===== src/rtl/prbs_tap_xor.sv =====
// Fibonacci LFSR feedback: XOR-reduction of the register masked by the taps.
// Shared by the checker (bit prediction) and the generator (feedback bit).
module prbs_tap_xor #(
    parameter int N = 32
) (
    input  logic [N-1:0] mask,
    input  logic [N-1:0] state,
    output logic         tap_bit
);

    assign tap_bit = ^(mask & state);

endmodule


===== config.mk =====
export PLATFORM = sky130hd
export DESIGN_NAME = prbs_tap_xor
export DESIGN_NICKNAME = d
export VERILOG_FILES = /design/src/rtl/prbs_tap_xor.sv
export SDC_FILE = /design/constraint.sdc
export NUM_CORES = 1
export LEC_CHECK = 0
export BUFFER_PORTS_ARGS = -buffer_cell sky130_fd_sc_hd__buf_2
export CORE_MARGIN = 5
export CORE_UTILIZATION = 29
export DETAILED_ROUTE_END_ITERATION = 10
export PLACE_DENSITY = 0.93
export SYNTH_ARGS = -nofsm -noshare
export SYNTH_HDL_FRONTEND = slang
export SYNTH_SLANG_ARGS = --single-unit

===== constraint.sdc =====
create_clock -name vclk -period 2.6
set_input_delay 0.78 -clock vclk [all_inputs]
set_output_delay 0.78 -clock vclk [all_outputs]
set_load 0.01 [all_outputs]

==> impl_metrics.json, run 1 <==
{
  "run_status": "complete, but fails checks",
  "violations": "negative setup slack",
  "clkbuf_count": 0,
  "path_class": "input port to primary output",
  "grt_max_degree": 2,
  "hold_viol": 0,
  "final_cell_area_um2": 863,
  "io_pins": 65,
  "cp-endpoint": "tap_bit",
  "max-vdd-ir-drop_mv": 0.167,
  "port_buffers": 65,
  "core_mm2": 0.00128,
  "p_per_area_mw_per_mm2": 285,
  "power.share.sequential_pct": 0,
  "avgSynthCellArea_um2": 6.22,
  "crit_path_max_fanout": 1,
  "crit_path_max_incr_delay_ps": 170,
  "crit_path_cell_trace": "buf_2 > nand2_1 > xor2_1 > xnor2_1 > xnor2_1 > xnor2_1 > xnor2_1 > buf_2",
  "crit_buf_inv": 2,
  "power.leakage_nw": 0.443,
  "grt_pass1_vias": 554,
  "fin_util_pct": 67.2,
  "vias_per_cell": 4.27,
  "rows": 13,
  "seq_cells": 0,
  "dpl-instance-area_um2": 736,
  "ys_warn_count": 0,
  "endpoint_kind": "primary output",
  "syn_nets": 127,
  "layout-drive-gt1-share_pct": 65.6,
  "synth_seq_area_share_pct": 0,
  "finalNetCount": 194,
  "wl_um": 1410,
  "synth_cell_types": 3,
  "synth_area_um2": 392,
  "hp-class": "input port to primary output",
  "cp.required_ps": 1820,
  "rsz0062_at_grt": "true",
  "arrival_ps": 1860,
  "hold_ws_ps": 2390,
  "holdBufCountCts": 0,
  "grt_pass1_wl_um": 1960,
  "fp.dieW_um": 46.8,
  "dieArea_mm2": 0.00219,
  "p_sw_mw": 0.102,
  "p_sw_share_pct": 41.3,
  "fillers": 120,
  "cp.depth": 8,
  "setup_viol": 1,
  "dp_cells": 143,
  "layout_commonest_cell": "buf_2",
  "finalCriticalPeriod_ps": 2640,
  "die_y_um": 46.8,
  "antenna_found_initial": 0,
  "grt_use_total_pct": 11.6,
  "synth_cells": 63,
  "setup_ws_ps": -42.7,
  "start_util_pct": 30.5,
  "avgRoutedWirePerCell_um": 9.88,
  "worstMarginPinSlew_ps": 178,
  "layout.area.seq_um2": 0,
  "num_vias": 611,
  "critical_path.top_delay_family": "XOR/XNOR gates",
  "pwr-share-clk_pct": 0,
  "drc": 0,
  "postCtsSetupBuffers": 0,
  "dr.first_iter.drc_count": 2,
  "grt-ovfl-total": 0,
  "dp_slack_ps": -90.0,
  "num_antenna_cells": 0,
  "stdcell_count": 143,
  "final_cell_mix": "57 x buf_2, 22 x xnor2_1, 18 x nand2_1",
  "firstDrtPassIters": 3,
  "fin_setup_tns_ps": -42.7,
  "hold_depth": 8,
  "syn2layout_area_growth_pct": 120,
  "min_period_over_period_pct": 102,
  "slowest_stage": "xor2_1",
  "intPower_mw": 0.144,
  "maxSlewHeadroom_pct": 88.0,
  "startpoint_type": "input port",
  "power_mw": 0.246,
  "crit_start": "mask[29]",
  "power_frac_comb_pct": 100.0,
  "max_freq_ghz": 0.378,
  "cpMostUsedCell": "xnor2_1",
  "hpwl_um": 1270,
  "place.gp.congestion": 0.622,
  "cap_violations": 0,
  "slew_violations": 0,
  "ant_nets": 0
}
## timing repair
| item | in CTS | in global routing |
|---|---|---|
| gates resized for setup | 7 | 21 |
| endpoints found under the setup margin | 1 | 1 |
| pin swaps | 12 | 29 |
## worst min-delay path: stages
cell     delay [ps]
buf_2           100
nand2_2          60
xor2_2           60
xnor2_1         160
xnor2_1          80
xnor2_1         170
xnor2_1          60
buf_2           130
## worst min path at each step
stage	from	end	slack (ps)
6_report	state[16]	tap_bit	2390
4_1_cts	state[26]	tap_bit	2410
5_1_grt	state[10]	tap_bit	2490
2_1_floorplan	state[4]	tap_bit	2160
3_5_place_dp	state[9]	tap_bit	2400
3_3_place_gp	state[0]	tap_bit	2380
## cells in the mapped netlist
| cell type | count | area, µm² |
|---|---|---|
| nand2_1 | 32 | 120 |
| xnor2_1 | 24 | 210 |
| xor2_1 | 7 | 61.3 |
## layer usage
| metal | wire (µm) | share of wire [%] | GRT usage, % | up-vias |
|---|---|---|---|---|
| met4 | 0 | 0 | 0 | 0 |
| li1 | - | - | - | 316 |
| met5 | 0 | 0 | 0 | - |
| met1 | 377 | 27 | 12.0 | 267 |
| met3 | 160 | 11 | 0.766 | 0 |
| met2 | 875 | 62 | 25.8 | 28 |
## layout make-up
type               instances  area, µm²  share of cell area (%)
multi-input cells         63        469                    54.3
repair buffers            65        375                    43.5
well taps                 15       18.8                    2.17
## cells by family (layout without fill, tap and decap cells)
family	count (synthesis)	in the layout	share of synthesized area [%]
XOR/XNOR	31	31	69.3
buffers and inverters	0	65	0
AND/OR/NAND/NOR	32	32	30.7
## power groups by stage
stage / clock [mW] / combinational, mW / sequential [mW]
2_1_floorplan: 0 / 0.148 / 0
4_1_cts: 0 / 0.233 / 0
6_report: 0 / 0.246 / 0
3_5_place_dp: 0 / 0.228 / 0
5_1_grt: 0 / 0.275 / 0
3_3_place_gp: 0 / 0.223 / 0
Note: power is estimated with default switching activity, not from simulation.
==> inputs of run 2 (changes only) <==
CORE_UTILIZATION = 30   (was 29)
PLACE_DENSITY = 0.95   (was 0.93)
clock period = 3.05 ns   (was 2.6 ns; I/O delays follow)
==> run 2 against run 1 <==
  * The run now ends clean
  * Sequential share of layout area did not move
  * Cell count did not move
  * Core utilization fell by 9.2 points
  * Global-route usage fell by 1.2 points
  * Sequential cell count did not move
  * Critical path type unchanged
  * Largest cell class unchanged
  * Die area fell by 2.6%
  * Via count fell by 2.3%
  * Worst hold slack improved by 260 ps
  * Non-clock buffer count did not move
  * Setup slack improved by 190 ps
  * Count of clock-buffer cells in the layout did not move
  * Power fell by 23%
==> impl_metrics.json, run 2 (synthesis gave the netlist of run 1 again) <==
{
  "hp-class": "input port to primary output",
  "rsz0062_at_grt": "false",
  "hold_depth": 8,
  "slew_violations": 0,
  "worstMarginPinSlew_ps": 171,
  "wl_um": 1280,
  "cp.required_ps": 2130,
  "vias_per_cell": 4.17,
  "power.share.sequential_pct": 0,
  "layout_commonest_cell": "buf_2",
  "post_cts_resize_count": 0,
  "multi_input_area_um2": 392,
  "setup_ws_ps": 145,
  "fp.dieW_um": 46.1,
  "antenna_found_initial": 0,
  "port_buffers": 65,
  "postCtsSetupBuffers": 0,
  "max_freq_ghz": 0.344,
  "num_antenna_cells": 0,
  "grt_max_degree": 2,
  "dieArea_mm2": 0.00213,
  "layout.area.seq_um2": 0,
  "core_mm2": 0.00127,
  "rows": 13,
  "maxSlewHeadroom_pct": 88.5,
  "die_y_um": 46.1,
  "pwr-share-clk_pct": 0,
  "finalNetCount": 194,
  "holdBufCountCts": 0,
  "p_per_area_mw_per_mm2": 258,
  "fin_util_pct": 58.0,
  "run_status": "completed",
  "stdcell_count": 143,
  "dp_slack_ps": 127,
  "grt_pass1_wl_um": 1750,
  "dpl-instance-area_um2": 736,
  "crit_path_max_fanout": 1,
  "avgRoutedWirePerCell_um": 8.96,
  "p_sw_mw": 0.0783,
  "min_period_over_period_pct": 95.3,
  "endpoint_kind": "primary output",
  "intPower_mw": 0.112,
  "layout-drive-gt1-share_pct": 50.8,
  "fillers": 140,
  "seq_cells": 0,
  "hold_viol": 0,
  "grt_pass1_vias": 515,
  "power_frac_comb_pct": 100.0,
  "path_class": "input port to primary output",
  "firstDrtPassIters": 4,
  "startpoint_type": "input port",
  "dp_cells": 143,
  "final_cell_mix": "65 x buf_2, 32 x nand2_1, 24 x xnor2_1",
  "place.gp.congestion": 0.642,
  "num_vias": 597,
  "final_cell_area_um2": 736,
  "power.leakage_nw": 0.399,
  "setup_viol": 0,
  "ant_nets": 0,
  "grt-ovfl-total": 0,
  "finalCriticalPeriod_ps": 2910,
  "cap_violations": 0,
  "grt_use_total_pct": 10.3,
  "syn2layout_area_growth_pct": 87.9,
  "dr.first_iter.drc_count": 1,
  "start_util_pct": 30.9,
  "io_pins": 65,
  "arrival_ps": 1990,
  "drc": 0,
  "max-vdd-ir-drop_mv": 0.120,
  "p_sw_share_pct": 41.2,
  "clkbuf_count": 0,
  "fin_setup_tns_ps": 0
}
-- run 2: changes by cell type in the layout (fill, tap and decap cells not counted) --
cell	previous run	this run
nand2_4	1	0
xor2_1	4	7
xor2_2	3	0
nand2_2	13	0
buf_2	57	65
nand2_1	18	32
xnor2_2	2	0
xnor2_1	22	24
buf_6	8	0
-- run 2: cell type report --
cell class                 instances  area share [%]
tap                               15            2.55
timing repair buffer              65            44.2
multi-input combinational         63            53.2
-- run 2: worst paths after layout --
check      from       to  slack (ps)
max     mask[6]  tap_bit         140
min    state[0]  tap_bit        2650
-- run 2: power groups by stage --
| stage | Combinational [mW] | Sequential, mW | Clock (mW) |
|---|---|---|---|
| floorplan | 0.126 | 0 | 0 |
| global placement | 0.190 | 0 | 0 |
| detailed placement | 0.193 | 0 | 0 |
| CTS | 0.193 | 0 | 0 |
| global route | 0.207 | 0 | 0 |
| finish | 0.190 | 0 | 0 |
-- run 2: through the flow --
stage	hold slack (ps)	total power, mW
after detailed placement	2650	0.193
after floorplan	2430	0.126
after global routing	2710	0.207
final	2650	0.190
after CTS	2660	0.193
after global placement	2660	0.190
-- run 2: routing by layer --
layer,track usage [%],vias to the layer above,share of wire [%]
li1,-,319,-
met1,9.43,241,29
met2,24.2,37,55
met3,0.781,0,15
met4,0,0,0
met5,0,-,0
-- run 2: worst max-delay path: stages --
cell	delay (ps)
buf_2	90
nand2_1	70
xor2_1	180
xnor2_1	150
xnor2_1	160
xnor2_1	150
xnor2_1	130
buf_2	140
